<file path="config.mk">
export PLATFORM = sky130hd
export DESIGN_NAME = bus_arbiter4
export DESIGN_NICKNAME = d
export VERILOG_FILES = /design/src/rtl/bus_arbiter4.sv
export SDC_FILE = /design/constraint.sdc
export NUM_CORES = 1
export LEC_CHECK = 0
export BUFFER_PORTS_ARGS = -buffer_cell sky130_fd_sc_hd__buf_2
export CAP_MARGIN = 20
export CORE_MARGIN = 2
export CORE_UTILIZATION = 40
export DETAILED_ROUTE_END_ITERATION = 12
export PLACE_DENSITY_LB_ADDON = 0.2
export SYNTH_ARGS = -nofsm -noshare
export SYNTH_HDL_FRONTEND = slang
export SYNTH_SLANG_ARGS = --single-unit
</file>
<file path="constraint.sdc">
create_clock -name clk -period 1.7 [get_ports clk]
set_input_delay 0.17 -clock clk [delete_from_list [all_inputs] [get_ports clk]]
set_output_delay 0.17 -clock clk [all_outputs]
set_load 0.02 [all_outputs]
</file>
<file path="src/rtl/bus_arbiter4.sv">
// Round-robin arbiter for four requesters sharing one tri-state bus.
// Drives the mux select, inserts a one-cycle turnaround between owners and caps each tenure.
module bus_arbiter4 #(
  parameter int CNTW    = 4,
  parameter int HOLDMAX = 8
) (
  input  logic       clk,
  input  logic       rst,
  input  logic [3:0] req,
  input  logic       done,
  output logic [3:0] gnt,
  output logic [1:0] sel,
  output logic       bus_en,
  output logic       expired
);

  typedef enum logic [1:0] {IDLE, GRANT, TURN} state_e;

  localparam logic [CNTW-1:0] HOLD_LIM = CNTW'(HOLDMAX);

  state_e          state_q, state_d;
  logic [3:0]      gnt_q, gnt_d;
  logic [1:0]      sel_q, sel_d;
  logic [1:0]      ptr_q, ptr_d;
  logic [CNTW-1:0] cnt_q, cnt_d;
  logic            exp_q, exp_d;
  logic            bus_en_q;

  logic            win_vld;
  logic [1:0]      win_idx;
  logic [1:0]      cand;
  logic            at_lim;
  logic            owner_req;

  // Walk from ptr+4 down to ptr+1 so the nearest requester after ptr overrides the rest.
  always_comb begin
    win_vld = 1'b0;
    win_idx = ptr_q;
    cand    = ptr_q;
    for (int k = 4; k >= 1; k--) begin
      cand = ptr_q + 2'(k);
      if (req[cand]) begin
        win_vld = 1'b1;
        win_idx = cand;
      end
    end
  end

  assign at_lim    = (cnt_q == HOLD_LIM);
  assign owner_req = req[ptr_q];

  always_comb begin
    state_d = state_q;
    gnt_d   = gnt_q;
    sel_d   = sel_q;
    ptr_d   = ptr_q;
    cnt_d   = cnt_q;
    exp_d   = 1'b0;
    case (state_q)
      IDLE, TURN: begin
        if (win_vld) begin
          state_d = GRANT;
          gnt_d   = 4'b0001 << win_idx;
          sel_d   = win_idx;
          ptr_d   = win_idx;
          cnt_d   = CNTW'(1);
        end else begin
          state_d = IDLE;
          gnt_d   = 4'b0000;
        end
      end
      GRANT: begin
        if (done || !owner_req || at_lim) begin
          state_d = TURN;
          gnt_d   = 4'b0000;
          // Flag only releases forced purely by the tenure cap.
          exp_d   = at_lim && !done && owner_req;
        end else begin
          cnt_d = cnt_q + 1'b1;
        end
      end
      default: begin
        state_d = IDLE;
        gnt_d   = 4'b0000;
      end
    endcase
  end

  always_ff @(posedge clk) begin
    if (rst) begin
      state_q  <= IDLE;
      gnt_q    <= 4'b0000;
      sel_q    <= 2'd0;
      ptr_q    <= 2'd3;
      cnt_q    <= '0;
      exp_q    <= 1'b0;
      bus_en_q <= 1'b0;
    end else begin
      state_q  <= state_d;
      gnt_q    <= gnt_d;
      sel_q    <= sel_d;
      ptr_q    <= ptr_d;
      cnt_q    <= cnt_d;
      exp_q    <= exp_d;
      bus_en_q <= |gnt_d;
    end
  end

  assign gnt     = gnt_q;
  assign sel     = sel_q;
  assign bus_en  = bus_en_q;
  assign expired = exp_q;

  a_onehot: assert property (@(posedge clk) disable iff (rst) $onehot0(gnt));
  a_bus_en: assert property (@(posedge clk) disable iff (rst) bus_en == (|gnt));
  a_gap:    assert property (@(posedge clk) disable iff (rst)
                             (gnt != 4'b0000 && $past(gnt) != 4'b0000) |-> gnt == $past(gnt));
  a_sel:    assert property (@(posedge clk) disable iff (rst)
                             (bus_en && $past(bus_en)) |-> sel == $past(sel));

endmodule
</file>
### After elaboration in Yosys (flattened, before gate mapping)

Cells that the tools add are included.

* output and inout port bits: 8
* register bits after elaboration: 16
* logic and storage cells: 61
* input port bits: 7

* shift-type cells: 1
* add/sub/neg operators: 4
* bitwise gates (word level): 2
* equality and inequality tests: 6
* reduce and logical (&&, ||, !) cells: 13
* $lt $le $gt $ge: 4
* muxes and demuxes: 24

Operators with widths (count)
* two-way mux 4 bit: 4
* case mux 4 bit (2 select lines): 2
* < comparator 2 x 3 -> 1 bit (second input constant): 4
* two-way mux 1 bit: 9
* binary-select mux 1 bit (select 2 bit): 4
* two-way mux 2 bit: 4
* != test 2 bit (second input constant): 3
* adder 2 bit (second input constant): 2
* adder 4 x 1 -> 4 bit (second input constant): 1
* == test 4 bit (second input constant): 1
* case mux 2 bit (2 select lines): 1
* OR reduction 4 bit: 1
* << shifter 1 x 2 -> 4 bit (first input constant): 1
* AND reduction 3 bit: 1
* OR reduction 3 bit: 1
* adder 2 x 1 -> 2 bit (second input constant): 1
* == test 2 x 1 -> 1 bit (second input constant): 1
* == test 2 bit (second input constant): 1
* logical AND 1 bit: 2
* zero test 1 bit: 2
* zero test 2 bit: 1
* logical OR 1 bit: 2
* inverter 1 bit: 2
* AND reduction 2 bit: 1
* 2 further kinds: 2

### Logic depth before layout (Yosys ltp)

Gate-level depths: netlist (run 1).

* word-level depth: 10
* depth in mapped cells: 6
* mapped depth without buffers: 6

### Worst setup path after synthesis (run 1)

No wires, ideal clock.

* kind: register -> register
* from: register cnt_q[0]
* to: register cnt_q[3]
* library setup time: 80 ps
* data required time: 1620 ps
* cell stages (with the launch flop): 7
* period minus slack after synthesis: 1578 ps
* buffers on the path: 0
* path slack: 122 ps
* arrival time: 1498 ps
* cells stage by stage: dfxtp_1 -> inv_1 -> ha_1 -> nand3b_1 -> nand2_1 -> or4_4 -> a211oi_2

* word-level cells in the longest chain between the ends: 4
* elaborated cells on any way between the ends: 7
* those cells by class: add/sub: 1; eq/ne: 2; mux: 2; reduce/logical: 2

RTL lines
* from (decl): RTL line 25 `logic [CNTW-1:0] cnt_q, cnt_d;`
* from (signal assigned): RTL line 103 `cnt_q <= cnt_d;`
* parallel branches: the longest is 4 deep, another holds adder 4 x 1 -> 4 bit

Parallel ways; which one is timed is not known. The select of a mux whose other input is x is not followed.
A chain may end at the register's enable or synchronous reset.

### Worst setup path after layout (run 1)

* from: register ptr_q[1]
* to: register cnt_q[3]

* word-level cells in the longest chain between the ends: 8
* elaborated cells on any way between the ends: 21
* those cells by class: add/sub: 3; eq/ne: 2; mux: 12; reduce/logical: 4

RTL lines
* from (decl): RTL line 24 `logic [1:0] ptr_q, ptr_d;`
* from (signal assigned): RTL line 102 `ptr_q <= ptr_d;`
* adder 2 bit / binary-select mux 1 bit (select 2 bit) (equally long branches): RTL line 41, 42, 50
* binary-select mux 1 bit (select 2 bit) / two-way mux 1 bit (equally long branches): RTL line 42, 50
* two-way mux 1 bit (not written as such): RTL line 42 `if (req[cand]) begin`
* two-way mux 1 bit (3 in series): RTL line 42
* != test 2 bit (no source line)
* AND reduction 3 bit (no source line) (*)

Mark *: on every way between the ends. The rest lies on a longest branch, timed or not. The select of a mux whose other input is x is not followed.

==> results of run 1 <==
==> cell usage in the layout (no fill, tap or decap), drive strengths merged <==
master,n
o21a,1
a21o,3
o32ai,2
o2111ai,1
a32o,2
a22oi,1
a21oi,2
dfxtp,16
o211ai,2
mux2,2
mux2i,1
o21bai,1
a211oi,2
buf,17
nor4,2
clkbuf,4
nand3b,1
o31ai,1
or2,3
ha,2
nor3b,1
o21ai,3
nor2b,7
or4,2
nand4,1
nor3,1
o211a,2
nand2b,4
nor2,5
nand3,4
nand2,5
or3,1
inv,4
a31o,1
==> Yosys cell counts (all sizes together) (2+ instances only) <==
cell type,number,area share (%)
clkbuf,2,0.93
inv,4,1.9
nand2b,4,3.1
a211oi,2,2.5
or2,3,2.3
ha,2,3.1
mux2,2,2.8
a32o,2,2.5
o211ai,2,1.9
o32ai,2,2.2
a21oi,2,1.2
a21o,3,2.8
nor2b,7,5.4
or4,2,2.3
o21ai,3,1.9
dfxtp,16,40
nand2,5,2.3
nand3,4,2.5
nor4,2,1.5
nor2,5,2.3
o211a,2,2.5
==> cell type report <==
type / instances / area, µm² / share of cell area, %
tap: 27 / 33.8 / 3.49
clock buffer: 4 / 36.3 / 3.75
inverter: 4 / 15.0 / 1.55
timing repair buffer: 17 / 92.6 / 9.57
sequential: 16 / 322 / 33.2
multi-input combinational: 66 / 468 / 48.4
==> routing by layer <==
layer,track usage (%),part of all wire [%],vias to the layer above
met5,0,0,-
met4,4.29,0.91,0
met3,6.13,3.4,4
met2,29.2,50,12
met1,18.7,46,356
li1,-,-,366
==> power groups by stage <==
| stage | Clock [W] | Sequential (W) | Combinational, W |
|---|---|---|---|
| after floorplan | 0 | 0.000451 | 0.000123 |
| after global placement | 0 | 0.000434 | 0.000200 |
| after detailed placement | 0 | 0.000435 | 0.000200 |
| after CTS | 0.000258 | 0.000427 | 0.000201 |
| after global routing | 0.000275 | 0.000431 | 0.000227 |
| final | 0.000251 | 0.000428 | 0.000205 |
==> cells by family after synthesis <==
group                    synth area share [%]
multiplexers                             4.01
adder cells (fa/ha/maj)                  3.09
flip-flops                               39.5
AO/OA/AOI/OAI                            24.8
AND/OR/NAND/NOR                          25.8
buffers and inverters                    2.78
==> per-stage QoR <==
step | setup slack (ns) | total power [W] | utilization, % | instances
after global routing | 0.00843 | 0.000933 | 49.8 | 134
after detailed placement | 0.0805 | 0.000635 | 47.1 | 128
after floorplan | 0.122 | 0.000574 | - | 88
final | 0.0628 | 0.000883 | 49.8 | 134
after global placement | 0.105 | 0.000634 | 47.1 | 128
after CTS | 0.0493 | 0.000886 | 49.0 | 132
==> worst reg2reg max path: stages, from the launching register on <==
cell and delay, ns:
sky130_fd_sc_hd__dfxtp_1 0.43, sky130_fd_sc_hd__nor2b_1 0.25, sky130_fd_sc_hd__a22oi_4 0.15, sky130_fd_sc_hd__or4_4 0.53, sky130_fd_sc_hd__a211oi_2 0.21
==> path summary, 6_finish.rpt <==
check / start / to / cells past startpoint
worst max-delay path: ptr_q[1] / cnt_q[3] / 4
worst min-delay path: rst / sel[1] / 2
worst max register to register: ptr_q[1] / cnt_q[3] / 4
worst min register to register: sel[1] / sel[1] / 2
==> timing repair <==
item	4_1_cts	5_1_grt
resized for setup	0	1
setup buffers	0	2
setup endpoints to repair	0	5
==> sequential cells by signal, summed over array words and instances (netlist names) <==
signal,flops
sel,2
state_q,2
ptr_q,2
gnt,4
expired,1
cnt_q,4
bus_en,1
==> results.cfg, run 1 <==
[sta]
setup-violations-final = 0
setup_tns_ns = 0
min_period_over_period_pct = 96.3
rsz0062_at_grt = false
timing.clock.skew_ns = 0.000503
fin_worst_hold_slack_ns = 0.237
fin_crit_ns = 1.64
max_slew_margin_vs_limit_pct = 68.9
clock.fmax_ghz = 0.611
timing_worst_slew_pin_value_ns = 0.464
slew_viols_final = 0
finalHoldViolCount = 0

[detailed_routing]
drtAntennaViolNets = 0
first_iter_violations = 15
remaining_drc_errors = 0
drt-pass1-iter-count = 4
postRouteWirelength_mm = 1.76
num_vias = 738
drt-vias-per-instance = 5.51
detail_route.wl_per_cell_um = 13.2

[worst_setup_path]
path_cells = nor2b_1 > a22oi_4 > or4_4 > a211oi_2
endpoint_kind_of_the_worst_setup_timing_path = register
timing.critical_path.arrival_ns = 1.85
critical_path.startpoint_type = register
crit_buf_inv = 0
cp_data_required_time_ns = 1.92
cp_slowest_cell = sky130_fd_sc_hd__or4_4
timing.reg2reg.setup_slack_ns = 0.06
worst_setup_path_category = register to register
max_stage_delay_ns = 0.53
path_max_fanout = 8
crit_path_leading_delay_family = simple AND/OR/NAND/NOR gates

[pwr]
netSwitchingFraction_pct = 29.9
share_seq_of_total_power_pct = 48.4
power.combinational.fraction_pct = 23.2
irDropWorstVdd_mv = 0.588
netSwitchingPower_w = 0.000264
pwr-share-clk_pct = 28.4
static-leakage-power_nw = 0.413
p_int_w = 0.000619
pwr_density_cell_mw_per_mm2 = 913

[clocking]
clk_path_buf_depth = 2
cts_tree = yes
cts_hold_repair.buffers = 0
sink_count_of_the_clock_tree = 16
worst_skew_pair.late_latency_ns = 0.28
cts-root-buf = sky130_fd_sc_hd__clkbuf_4
htree_num_levels = 1
clk_pin_slew_ns = 0.09
cts_buffers = 3

[yosys]
yosysWarnings = 0
syn-mean-instance-area_um2 = 9.21
post_synthesis_register_bit_count = 16
synthesis.instances = 88
synth_nets = 97
async_reset_ff_share_pct = 0
syn-cell-area_um2 = 811
synth_edf_count = 0
seq_area_frac_synth_pct = 39.5
synth-main-ff-cell = sky130_fd_sc_hd__dfxtp_1
yosys.cell_types.count = 36

[cells_and_area]
antenna_diodes = 0
areaGrowthSynthToFinish_pct = 19.3
fill_cells = 200
fin_nets = 117
final_layout_size_suffix_gt1_share_pct = 25.2
final_design_area_no_fill_um2 = 967

[floorplanning]
die_x_um = 49.0
io_pins = 15
core_area_mm2 = 0.00194
placement_rows = 16
die-area_mm2 = 0.00240
die_height_um = 49.0
initial_core_utilization_pct = 41.8

[outcome]
run_status = completed

[global_routing]
first_global_vias = 737
global_route.overflow_total = 0
antenna_found_initial = 0
grt_pass1_wl_mm = 3.11
overall_global_routing_usage_pct = 16.6
maximum_number_of_pins_on_one_net_before_global_route_repair = 15

[min_path]
holdCritPathClass = input pin to register

[run]
cap_violations = 0

[placement]
port_buffers = 14
routabilityCongestion = 0.852
post-dp-hpwl_mm = 1.27
post_dp_cell_area_um2 = 915
Note: power is estimated with default switching activity, not from simulation.
==> run 2: changes to the inputs <==
--- a/config.mk
+++ b/config.mk
@@ -8,8 +8,9 @@
 export BUFFER_PORTS_ARGS = -buffer_cell sky130_fd_sc_hd__buf_2
 export CAP_MARGIN = 20
 export CORE_MARGIN = 2
-export CORE_UTILIZATION = 40
+export CORE_UTILIZATION = 44
 export DETAILED_ROUTE_END_ITERATION = 12
+export MAX_ROUTING_LAYER = met4
 export PLACE_DENSITY_LB_ADDON = 0.2
 export SYNTH_ARGS = -nofsm -noshare
 export SYNTH_HDL_FRONTEND = slang
==> run 2 against run 1 <==
Routed wire length increased by 1.5%. Non-clock buffer count decreased by 2. Critical path depth increased by 2. Clock-buffer cell count unchanged. Sequential power about the same. Power increased by 1.2%. Combinational power about the same. Maximum frequency increased by 3.7%. First-iteration DRC count increased by 47%. Register-to-register slack improved by 0.06 ns. Worst hold slack got worse by 0.013 ns. Final area decreased by 1.6%.
==> results.cfg, run 2 (synthesis gave the netlist of run 1 again) <==
[outcome]
run_status = completed

[sta]
max_slew_margin_vs_limit_pct = 69.1
rsz0062_at_grt = false
timing.clock.skew_ns = 0.00585
slew_viols_final = 0
finalHoldViolCount = 0
min_period_over_period_pct = 92.9
setup-violations-final = 0
fin_crit_ns = 1.58
fin_worst_hold_slack_ns = 0.225
clock.fmax_ghz = 0.633
timing_worst_slew_pin_value_ns = 0.462
setup_tns_ns = 0

[placement]
post-dp-hpwl_mm = 1.30
post_dp_cell_area_um2 = 912
post-place-cells = 126
routabilityCongestion = 0.861
port_buffers = 14

[global_routing]
grt_pass1_wl_mm = 2.93
maximum_number_of_pins_on_one_net_before_global_route_repair = 15
antenna_found_initial = 0
global_route.overflow_total = 0
overall_global_routing_usage_pct = 20.0
first_global_vias = 653

[worst_setup_path]
timing.reg2reg.setup_slack_ns = 0.12
worst_setup_path_category = register to register
reg2reg_from = cnt_q[0]
rr_endpoint = cnt_q[3]
timing.critical_path.arrival_ns = 1.81
critical_path.startpoint_type = register
critical_path.endpoint = cnt_q[3]
endpoint_kind_of_the_worst_setup_timing_path = register
rr_worst_depth = 6
path_max_fanout = 4
timing.critical_path.from = cnt_q[0]
cp_data_required_time_ns = 1.93

[clocking]
worst_skew_pair.late_latency_ns = 0.29
sink_count_of_the_clock_tree = 16
cts_hold_repair.buffers = 0
cts-root-buf = sky130_fd_sc_hd__clkbuf_4
clk_pin_slew_ns = 0.10
cts_buffers = 3
cts_tree = yes
clk_path_buf_depth = 2
htree_num_levels = 1

[pwr]
netSwitchingFraction_pct = 30.9
power.combinational.fraction_pct = 22.6
irDropWorstVdd_mv = 0.559
pwr_density_cell_mw_per_mm2 = 939
pwr-share-clk_pct = 29.3
netSwitchingPower_w = 0.000277
static-leakage-power_nw = 0.403
p_int_w = 0.000617
share_seq_of_total_power_pct = 48.1

[cells_and_area]
final_common_cell = sky130_fd_sc_hd__buf_2
final_design_area_no_fill_um2 = 952
final_layout_size_suffix_gt1_share_pct = 25.7
fin_nets = 115
areaGrowthSynthToFinish_pct = 17.4
layout.cells.most_common_list = sky130_fd_sc_hd__buf_2 (14), sky130_fd_sc_hd__dfxtp_1 (13), sky130_fd_sc_hd__nor2b_1 (7)
final_cell_count_no_fill = 130
fill_cells = 165
antenna_diodes = 0

[floorplanning]
core_area_mm2 = 0.00173
placement_rows = 15
initial_core_utilization_pct = 47.0
die_height_um = 46.9
die-area_mm2 = 0.00220
die_x_um = 46.9
io_pins = 15

[detailed_routing]
first_iter_violations = 22
drtAntennaViolNets = 0
postRouteWirelength_mm = 1.79
drt-pass1-iter-count = 4
remaining_drc_errors = 0
drt-vias-per-instance = 5.59
detail_route.wl_per_cell_um = 13.8
num_vias = 727

[run]
cap_violations = 0

[min_path]
holdCritPathClass = input pin to register
## run 2: cell types whose count changed in the layout (fill, tap and decap cells not counted), sizes merged
| cell | change |
|---|---|
| buf | -2 |
## run 2: timing repair
action                                  in CTS  in global routing
endpoints found under the setup margin       0                  2
buffers inserted                             0                  0
resized for setup                            0                  3
## run 2: worst max-delay path: stages, from the launching register on
cell and delay [ns]:
sky130_fd_sc_hd__dfxtp_2 0.37, sky130_fd_sc_hd__inv_1 0.06, sky130_fd_sc_hd__ha_1 0.19, sky130_fd_sc_hd__nand3b_1 0.11, sky130_fd_sc_hd__nand2_1 0.08, sky130_fd_sc_hd__or4_4 0.48, sky130_fd_sc_hd__a211oi_2 0.21
## run 2: how the worst min path moves through the flow
stage | startpoint | endpoint | depth (start not counted)
global placement | sel[1] | sel[1] | 2
global route | rst | cnt_q[0] | 2
floorplan | rst | cnt_q[2] | 2
finish | rst | cnt_q[0] | 2
CTS | rst | cnt_q[0] | 2
detailed placement | sel[1] | sel[1] | 2
## run 2: final cells by class
class                   count  area (µm²)  area share, %
clock buffers               4        36.3           3.81
inverters                   4        15.0           1.58
multi-input cells          66         468           49.1
flip-flops and latches     16         324           34.0
well taps                  25        31.3           3.29
repair buffers             15        77.6           8.15
## run 2: power by group through the flow
| stage | logic [W] | clock network [W] | registers, W |
|---|---|---|---|
| 2_1_floorplan | 0.000123 | 0 | 0.000451 |
| 6_report | 0.000202 | 0.000262 | 0.000430 |
| 5_1_grt | 0.000221 | 0.000282 | 0.000434 |
| 3_3_place_gp | 0.000197 | 0 | 0.000433 |
| 4_1_cts | 0.000201 | 0.000267 | 0.000428 |
| 3_5_place_dp | 0.000200 | 0 | 0.000436 |
## run 2: layer usage
layer | routed length (µm) | vias up | share of wire [%] | global-route usage (%)
met5 | 0 | - | 0 | -
met4 | 33 | 0 | 1.8 | 11.7
met3 | 84 | 4 | 4.7 | 2.31
met2 | 855 | 20 | 48 | 32.3
met1 | 817 | 341 | 46 | 23.7
li1 | - | 362 | - | -
## run 2: stage by stage
step	setup WS, ns	power [W]	utilization, %
6_report	0.121	0.000894	55.1
3_3_place_gp	0.121	0.000631	52.8
3_5_place_dp	0.0864	0.000636	52.8
4_1_cts	0.0629	0.000895	54.9
2_1_floorplan	0.122	0.000574	-
5_1_grt	0.0137	0.000936	55.1
==> run 3: changes to the inputs <==
==> constraint.sdc (replaced) <==
create_clock -name clk -period 1.7 [get_ports clk]
set_input_delay 0.255 -clock clk [delete_from_list [all_inputs] [get_ports clk]]
set_output_delay 0.255 -clock clk [all_outputs]
set_load 0.02 [all_outputs]
==> run 3 against run 2 <==
Clock skew fell by 0.0039 ns. Flip-flop and latch count stayed put. First-iteration DRC count shrank 18%. Global-route usage fell by 1.4 points. Worst setup slack lost 0.023 ns. Worst hold slack gained 0.089 ns. Clock-buffer cell count unchanged. Combinational power about the same. Register-to-register slack got worse by 0.02 ns. Final cell count is 0.77% higher. Sequential power barely moved. Largest power group unchanged. Highest routed layer is now met3.
==> results.cfg, run 3 (synthesis gave the netlist of run 1 again) <==
[sta]
timing_worst_slew_pin_value_ns = 0.453
fin_worst_hold_slack_ns = 0.313
max_slew_margin_vs_limit_pct = 69.7
final_critical_path_setup_slack_ns = 0.0975
timing.clock.skew_ns = 0.00199
setup-violations-final = 0
slew_viols_final = 0
min_period_over_period_pct = 94.3
clock.fmax_ghz = 0.624
fin_crit_ns = 1.60
finalHoldViolCount = 0

[pwr]
irDropWorstVdd_mv = 0.541
pwr_density_cell_mw_per_mm2 = 927
static-leakage-power_nw = 0.410

[worst_setup_path]
path_max_fanout = 9
timing.critical_path.arrival_ns = 1.82
cp_data_required_time_ns = 1.92
critical_path.startpoint_type = register
endpoint_kind_of_the_worst_setup_timing_path = register
worst_setup_path_category = register to register

[global_routing]
overall_global_routing_usage_pct = 18.6
antenna_found_initial = 0
grt_pass1_wl_mm = 2.77
maximum_number_of_pins_on_one_net_before_global_route_repair = 15
first_global_vias = 639
global_route.overflow_total = 0

[detailed_routing]
drt-vias-per-instance = 5.56
num_vias = 729
postRouteWirelength_mm = 1.74
remaining_drc_errors = 0
detail_route.wl_per_cell_um = 13.3
drt-pass1-iter-count = 4
first_iter_violations = 18
drtAntennaViolNets = 0

[clocking]
cts-root-buf = sky130_fd_sc_hd__clkbuf_4
setup_fix_buffers_added_after_clock_tree_synthesis = 0
sink_count_of_the_clock_tree = 16
clk_path_buf_depth = 2
cts_hold_repair.buffers = 0
cts_buffers = 3
clk_pin_slew_ns = 0.10
cts_resized = 0
htree_num_levels = 1
cts_tree = yes
worst_skew_pair.late_latency_ns = 0.29

[cells_and_area]
fin_nets = 116
areaGrowthSynthToFinish_pct = 18.2
antenna_diodes = 0
area.sequential_um2 = 323
layout.cells.most_common_list = sky130_fd_sc_hd__dfxtp_1 (14), sky130_fd_sc_hd__buf_2 (14), sky130_fd_sc_hd__nor2b_1 (7)
layout.core_utilization_pct = 55.5
multiInputGateArea_um2 = 468
final_layout_size_suffix_gt1_share_pct = 25.5
fill_cells = 167

[placement]
routabilityCongestion = 0.857
minimum_setup_slack_after_placement_ns = 0.0834
post-dp-hpwl_mm = 1.30
port_buffers = 14

[floorplanning]
die-area_mm2 = 0.00220
placement_rows = 15
core_area_mm2 = 0.00173
initial_core_utilization_pct = 47.0
die_x_um = 46.9
io_pins = 15
die_height_um = 46.9

[min_path]
holdCritPathClass = input pin to register

[outcome]
run_status = completed

[run]
cap_violations = 0
[run 3: cell types whose count changed in the layout (fill, tap and decap cells not counted), sizes merged]
cell	delta
buf	+1
[run 3: cell type report]
class,count,share of cell area (%)
tap,25,3.26
clock buffer,4,3.79
inverter,4,1.57
timing repair buffer,16,8.88
multi-input combinational,66,48.8
sequential,16,33.7
[run 3: per-layer routing]
layer,vias up,share of wire (%),global-route usage (%)
met2,14,49,29.6
met1,350,47,23.4
li1,365,-,-
met5,-,0,-
met3,0,4.4,5.77
met4,0,0,3.33
[run 3: per-stage QoR]
step	cells	total power, W	area (µm²)	setup TNS (ns)
3_3_place_gp	127	0.000635	920	0
3_5_place_dp	127	0.000637	920	0
6_report	131	0.000889	958	0
4_1_cts	131	0.000895	956	0
2_1_floorplan	88	0.000574	811	0
5_1_grt	131	0.000930	958	-0.0151
[run 3: power by group]
part	internal (W)	total (W)	switching (W)
clock network	0.000131	0.000257	0.000126
registers	0.000405	0.000427	0.0000226
logic	0.0000838	0.000205	0.000121
[run 3: final timing paths]
check | endpoint | cells past startpoint | from | slack, ns
worst min-delay path | cnt_q[0] | 2 | rst | 0.31
worst max register to register | cnt_q[3] | 4 | ptr_q[1] | 0.1
worst max-delay path | cnt_q[3] | 4 | ptr_q[1] | 0.1
worst min register to register | cnt_q[0] | 1 | cnt_q[0] | 0.46
[run 3: worst max-delay path, stage by stage (launching register included)]
cell	delay [ns]
sky130_fd_sc_hd__dfxtp_1	0.41
sky130_fd_sc_hd__nor2b_1	0.24
sky130_fd_sc_hd__a22oi_4	0.14
sky130_fd_sc_hd__or4_4	0.53
sky130_fd_sc_hd__a211oi_2	0.21
